### src/rtl/lsu.sv
// Load/store unit: byte/half/word accesses onto a word-wide data memory,
// with read-modify-write for sub-word stores and rejection of bad accesses.
module lsu #(
   parameter int DM_AW    = 16,
   parameter int DM_WORDS = 32
) (
   input  logic             clk,
   input  logic             rst,
   input  logic             req_valid,
   output logic             req_ready,
   input  logic             req_we,
   input  logic [1:0]       req_size,
   input  logic             req_unsigned,
   input  logic [31:0]      req_addr,
   input  logic [31:0]      req_wdata,
   output logic             resp_valid,
   output logic [31:0]      resp_rdata,
   output logic             resp_err,
   output logic [DM_AW-1:0] dm_addr,
   output logic [31:0]      dm_wd,
   output logic             dm_we,
   input  logic [31:0]      dm_rd
);

   localparam logic [31:0] WORDS_LIM = 32'(DM_WORDS);

   typedef enum logic [1:0] {IDLE, READ, WRITE, RESP} state_t;

   state_t state, next;

   logic             we_q;
   logic [1:0]       size_q;
   logic             uns_q;
   logic [1:0]       lo_q;
   logic [31:0]      wdata_q;
   logic [DM_AW-1:0] idx_q;
   logic             err_q;
   logic [31:0]      rd_q;

   logic             accept;
   logic             acc_err;
   logic [7:0]       byte_sel;
   logic [15:0]      half_sel;
   logic [31:0]      load_val;
   logic [31:0]      merged;

   assign accept = req_valid & req_ready;

   always_comb begin
      acc_err = 1'b0;
      case (req_size)
         2'b01:   acc_err = req_addr[0];
         2'b10:   acc_err = |req_addr[1:0];
         2'b11:   acc_err = 1'b1;
         default: acc_err = 1'b0;
      endcase
      if ({2'b00, req_addr[31:2]} >= WORDS_LIM)
         acc_err = 1'b1;
   end

   // State register
   always_ff @(posedge clk) begin
      if (!rst)
         state <= IDLE;
      else
         state <= next;
   end

   // Next-state logic
   always_comb begin
      next = state;
      case (state)
         IDLE: begin
            if (req_valid) begin
               if (acc_err)
                  next = RESP;
               else if (!req_we || req_size != 2'b10)
                  next = READ;
               else
                  next = WRITE;
            end
         end
         READ:    next = we_q ? WRITE : RESP;
         WRITE:   next = RESP;
         RESP:    next = IDLE;
         default: next = IDLE;
      endcase
   end

   always_ff @(posedge clk) begin
      if (!rst) begin
         we_q    <= 1'b0;
         size_q  <= '0;
         uns_q   <= 1'b0;
         lo_q    <= '0;
         wdata_q <= '0;
         idx_q   <= '0;
         err_q   <= 1'b0;
         rd_q    <= '0;
      end else begin
         if (accept) begin
            we_q    <= req_we;
            size_q  <= req_size;
            uns_q   <= req_unsigned;
            lo_q    <= req_addr[1:0];
            wdata_q <= req_wdata;
            idx_q   <= req_addr[DM_AW+1:2];
            err_q   <= acc_err;
         end
         if (state == READ)
            rd_q <= dm_rd;
      end
   end

   always_comb begin
      case (lo_q)
         2'd0:    byte_sel = rd_q[7:0];
         2'd1:    byte_sel = rd_q[15:8];
         2'd2:    byte_sel = rd_q[23:16];
         default: byte_sel = rd_q[31:24];
      endcase
      half_sel = lo_q[1] ? rd_q[31:16] : rd_q[15:0];
      case (size_q)
         2'b00:   load_val = uns_q ? {24'd0, byte_sel} : {{24{byte_sel[7]}}, byte_sel};
         2'b01:   load_val = uns_q ? {16'd0, half_sel} : {{16{half_sel[15]}}, half_sel};
         default: load_val = rd_q;
      endcase
   end

   always_comb begin
      merged = rd_q;
      case (size_q)
         2'b00: begin
            case (lo_q)
               2'd0:    merged[7:0]   = wdata_q[7:0];
               2'd1:    merged[15:8]  = wdata_q[7:0];
               2'd2:    merged[23:16] = wdata_q[7:0];
               default: merged[31:24] = wdata_q[7:0];
            endcase
         end
         2'b01: begin
            if (lo_q[1])
               merged[31:16] = wdata_q[15:0];
            else
               merged[15:0] = wdata_q[15:0];
         end
         default: merged = wdata_q;
      endcase
   end

   // Output logic; the write strobe is also gated by reset so an aborted
   // WRITE never reaches memory.
   always_comb begin
      req_ready  = rst && (state == IDLE);
      dm_we      = rst && (state == WRITE);
      resp_valid = (state == RESP);
      resp_err   = (state == RESP) && err_q;
      resp_rdata = (state == RESP && !we_q && !err_q) ? load_val : '0;
      dm_addr    = idx_q;
      dm_wd      = merged;
   end

endmodule

### config.mk
export PLATFORM = sky130hd
export DESIGN_NAME = lsu
export DESIGN_NICKNAME = d
export VERILOG_FILES = /design/src/rtl/lsu.sv
export SDC_FILE = /design/constraint.sdc
export NUM_CORES = 1
export LEC_CHECK = 0
export ABC_CLOCK_PERIOD_IN_PS = 2200
export BUFFER_PORTS_ARGS = -buffer_cell sky130_fd_sc_hd__buf_2
export CORE_ASPECT_RATIO = 1.25
export CORE_MARGIN = 1.5
export CORE_UTILIZATION = 40
export CTS_CLUSTER_DIAMETER = 50
export CTS_CLUSTER_SIZE = 10
export DETAILED_ROUTE_END_ITERATION = 10
export PLACE_DENSITY = 0.67
export SYNTH_ARGS = -nofsm -noshare
export SYNTH_HDL_FRONTEND = slang
export SYNTH_SLANG_ARGS = --single-unit
### constraint.sdc
create_clock -name clk -period 2.2 [get_ports clk]
set_input_delay 0.22 -clock clk [delete_from_list [all_inputs] [get_ports clk]]
set_output_delay 0.22 -clock clk [all_outputs]
set_load 0.1 [all_outputs]
==> metrics.md <==
| Metric | Value |
|---|---|
| Total power draw | `10.5 mW` |
| Power per cell area | `1230 mW/mm^2` |
| Flop-to-flop setup slack | `0.45 ns` |
| Area added between synthesis and finish | `75.2%` |
| Placed cell areas | `0.00743 mm^2` |
| Data required time at the worst endpoint | `1.98 ns` |
| Share of the clock period used by the worst path after layout | `107%` |
| Critical Path Start Type | `flip-flop` |
| Clock transition at the registers of the reported paths | `0.07 ns` |
| Width of the die | `101 um` |
| Final Net Count | `932` |
| Proportion of power drawn by the clock network | `15.1%` |
| Weighted congestion at the end of routability-driven global placement | `0.880` |
| Critical Setup Path Class | `reg -> out` |
| HPWL Detailed | `13100 um` |
| Slew at the pin closest to its max-slew limit | `0.532 ns` |
| Maximum clock frequency | `0.425 GHz` |
| Global-route wire length before repair | `27300 um` |
| I/O pin total | `187` |
| Worst-case setup margin in the final layout | `-0.154 ns` |
| Slew margin rel. | `64.5%` |
| Initial core utilization | `41.4%` |
| Final-layout fill cell count | `858` |
| Seq cells post-synth | `89` |
| Inst Count DP | `951` |
| Pre-CTS setup slack | `-0.441 ns` |
| Crit path largest cell delay | `0.54 ns` |
| Count of input and output buffers | `186` |
| Sequential share of power | `22.9%` |
| Antenna-violating nets left | `0` |
| Cell area after synthesis | `0.00485 mm^2` |
| Diodes inserted | `0` |
| First-pass detailed-route iteration total | `6` |
| Number of antenna violations at the first check in global routing | `0` |
| Run status | `complete, but fails checks` |
| Final TNS setup | `-3.39 ns` |
| Hold Slack | `0.0675 ns` |
| CP Data Arrival Time | `2.13 ns` |
| DRT iter0 DRCs | `339` |
| Combined global-route utilization of all metal layers | `27.9%` |
| Leakage | `3.36 nW` |
| Yosys warns | `0` |
| Maximum Capacitance Violations | `0` |
| Hold violation total from the final report | `0` |
| Worst vdd ir | `0.973 mV` |
| Switch share | `50.1%` |
| FP Rows | `44` |
| Number of buffers added by the clock tree synthesis step | `9` |
| Number of enable-type register cells in the synthesized netlist | `0` |
| Final standard cell count with taps included and fillers excluded | `990` |
| Total internal power | `5.23 mW` |
| Avg Vias per Cell | `5.44` |
| Synthesized area per cell | `7.89 um^2` |
| Library cell appearing most often on the critical path | `buf_12` |
| Highest net fanout along the worst path | `7` |
| Unrepaired setup endpoints after global routing | `true` |
| Htree depth | `3` |
| Clock Latency Late Sink | `0.34 ns` |
| Violated checks | `negative setup slack` |
| Endpoint kind of the worst setup timing path | `primary output` |
| Netlist cell types | `45` |
| Routed len/inst | `18.4 um` |
| Die boundary height | `126 um` |
| Sequential area share after synthesis | `36.7%` |
| Floorplan die area | `0.0128 mm^2` |
| Max stage delay cell, worst path | `mux4_2` |
| CTS tree | `done` |
| Category of cells accounting for the largest share of critical-path delay | `multiplexers` |
| Post-cts hold buffer count | `0` |
| Min-Delay Path Class | `in -> reg` |
| Clock Path Buffers | `2` |
| Clock root buffer | `clkbuf_16` |
| Final Util | `72.5%` |
| Post-route DRC violation count | `0` |
| Maximum number of pins on one net before global-route repair | `74` |
| Overflow left after global routing | `0` |
| Buffers and inverters on the worst path | `3` |
| Slew Limit Fails | `0` |
| Via count | `5388` |
| Sequence of cells on the critical path | `mux4_2 -> and2_4 -> o21ai_4 -> buf_12 -> buf_16 -> nand2_4 -> buf_12` |
| Psw | `5.26 mW` |
| FFs w/ async S/R, synth | `0%` |
| Area of the core | `0.0117 mm^2` |
| Clock Sink Count | `89` |
| Combinational share of power | `62.0%` |
| Post-route minimum period | `2.35 ns` |
| Proportion of layout cells with a drive suffix above 1 | `46.2%` |
| Count of final setup violators | `43` |
| Main flop type after synthesis | `dfxtp_1` |
| Post-route design area | `0.00850 mm^2` |
| Post-synthesis net count | `723` |
| Routed wire length | `18200 um` |
| Worst Clk Skew | `0.00978 ns` |
| Cells after synthesis | `615` |
| Number of global-route vias before repair | `5249` |
[cell usage in the layout, fill, tap and decap left out, types with 4 or more instances in the layout]
master     Yosys  final
buf_2         11    120
nand2_8        0      6
o22ai_1        9      9
buf_12         0     67
mux2i_2        0      6
and3b_1        8      8
nor2_1        38     31
mux2_4         0      4
nand2_1      159    142
nor2_4         0      8
nand2_4        0     10
a222oi_1       7      7
nor4_1         5      5
buf_6          3     14
a221oi_4       0      8
clkbuf_16      0     10
buf_4          2     38
dfxtp_1       89     83
o221ai_1       8      5
nor2b_1       32     32
mux2_2        15     11
o21ai_0       77     59
o21ai_2        0     16
nor3_4         0     10
nor3_1        13      4
a211oi_4       0      7
mux2i_1       50     35
mux2i_4        0      9
inv_1          5      4
[worst reg2reg max path: stages, from the launching register on]
cell	delay, ns
dfxtp_4	0.35
buf_4	0.14
inv_1	0.11
ha_2	0.36
buf_4	0.36
mux2i_1	0.24
nor2b_1	0.07
[final timing paths]
path,cells past startpoint,to,start
worst max-delay path,7,resp_rdata[23],lo_q[0]
worst min-delay path,3,wdata_q[12],req_wdata[12]
worst max register to register,6,rd_q[15],state[1]
worst min register to register,2,wdata_q[16],wdata_q[16]
[power groups by stage]
stage,registers (mW),logic (mW),clock network (mW)
after global routing,2.44,6.77,1.67
after detailed placement,2.38,5.86,0
after floorplan,2.66,3.82,0
final,2.41,6.50,1.58
after global placement,2.37,5.79,0
after CTS,2.36,6.26,1.61
[routing by layer]
metal  up-vias  GRT usage, %  share of wire [%]  routed length [um]
met1      2564          32.0                 39                7110
met5         -             0                  0                   0
met4         0          11.3                3.5                 629
li1       2544             -                  -                   -
met3        38          6.44                6.5                1180
met2       242          49.4                 51                9290
[state kept, by name, indices dropped and copies added, names as in the netlist]
| name | flops |
|---|---|
| rd_q | 32 |
| uns_q | 1 |
| lo_q | 2 |
| state | 2 |
| size_q | 2 |
| err_q | 1 |
| we_q | 1 |
| wdata_q | 32 |
| dm_addr | 16 |
[Yosys cell counts, types with 3 or more instances]
cell type	number	area, um^2
and2_1	3	18.8
o22ai_1	9	56.3
buf_2	11	55.1
a211oi_1	7	52.6
nor3_1	13	65.1
a222oi_1	7	70.1
nor2_1	38	143
nand2b_1	3	18.8
buf_6	3	33.8
nor2b_1	32	200
clkbuf_1	31	116
a221oi_1	8	70.1
mux2i_1	50	500
mux2_2	15	169
and3b_1	8	70.1
nand2_1	159	597
ha_1	5	62.6
dfxtp_1	89	1780
o21ai_0	77	385
o221ai_1	8	70.1
nor4_1	5	31.3
inv_1	5	18.8
[final cells by class]
| type | instances | area (um^2) | area share, % |
|---|---|---|---|
| Multi-Input combinational cell | 472 | 3660 | 43.1 |
| Timing Repair Buffer | 246 | 2500 | 29.5 |
| Sequential cell | 89 | 1800 | 21.1 |
| Clock buffer | 11 | 264 | 3.11 |
| Tap cell | 161 | 201 | 2.37 |
| Clock inverter | 5 | 43.8 | 0.515 |
| Inverter | 6 | 26.3 | 0.309 |
[cell families (layout without fill, tap and decap cells)]
kind of cell	after synthesis	count (layout)	synth area share, %
DFF	89	89	36.7
AOI/OAI and AO/OA	128	128	16.7
muxes	66	66	14.3
and+or+nand+nor	273	273	25.9
buffers and inverters	54	268	5.08
adders and majority gates	5	5	1.29
[what timing repair did]
item / in CTS / in global routing
cloned: 1 / 0
buffers inserted: 16 / 6
setup endpoints to repair: 64 / 61
hold endpoints to repair: 0 / 0
pin swaps: 22 / 19
gates resized for setup: 58 / 61
Power figures use the tool's default switching activity.
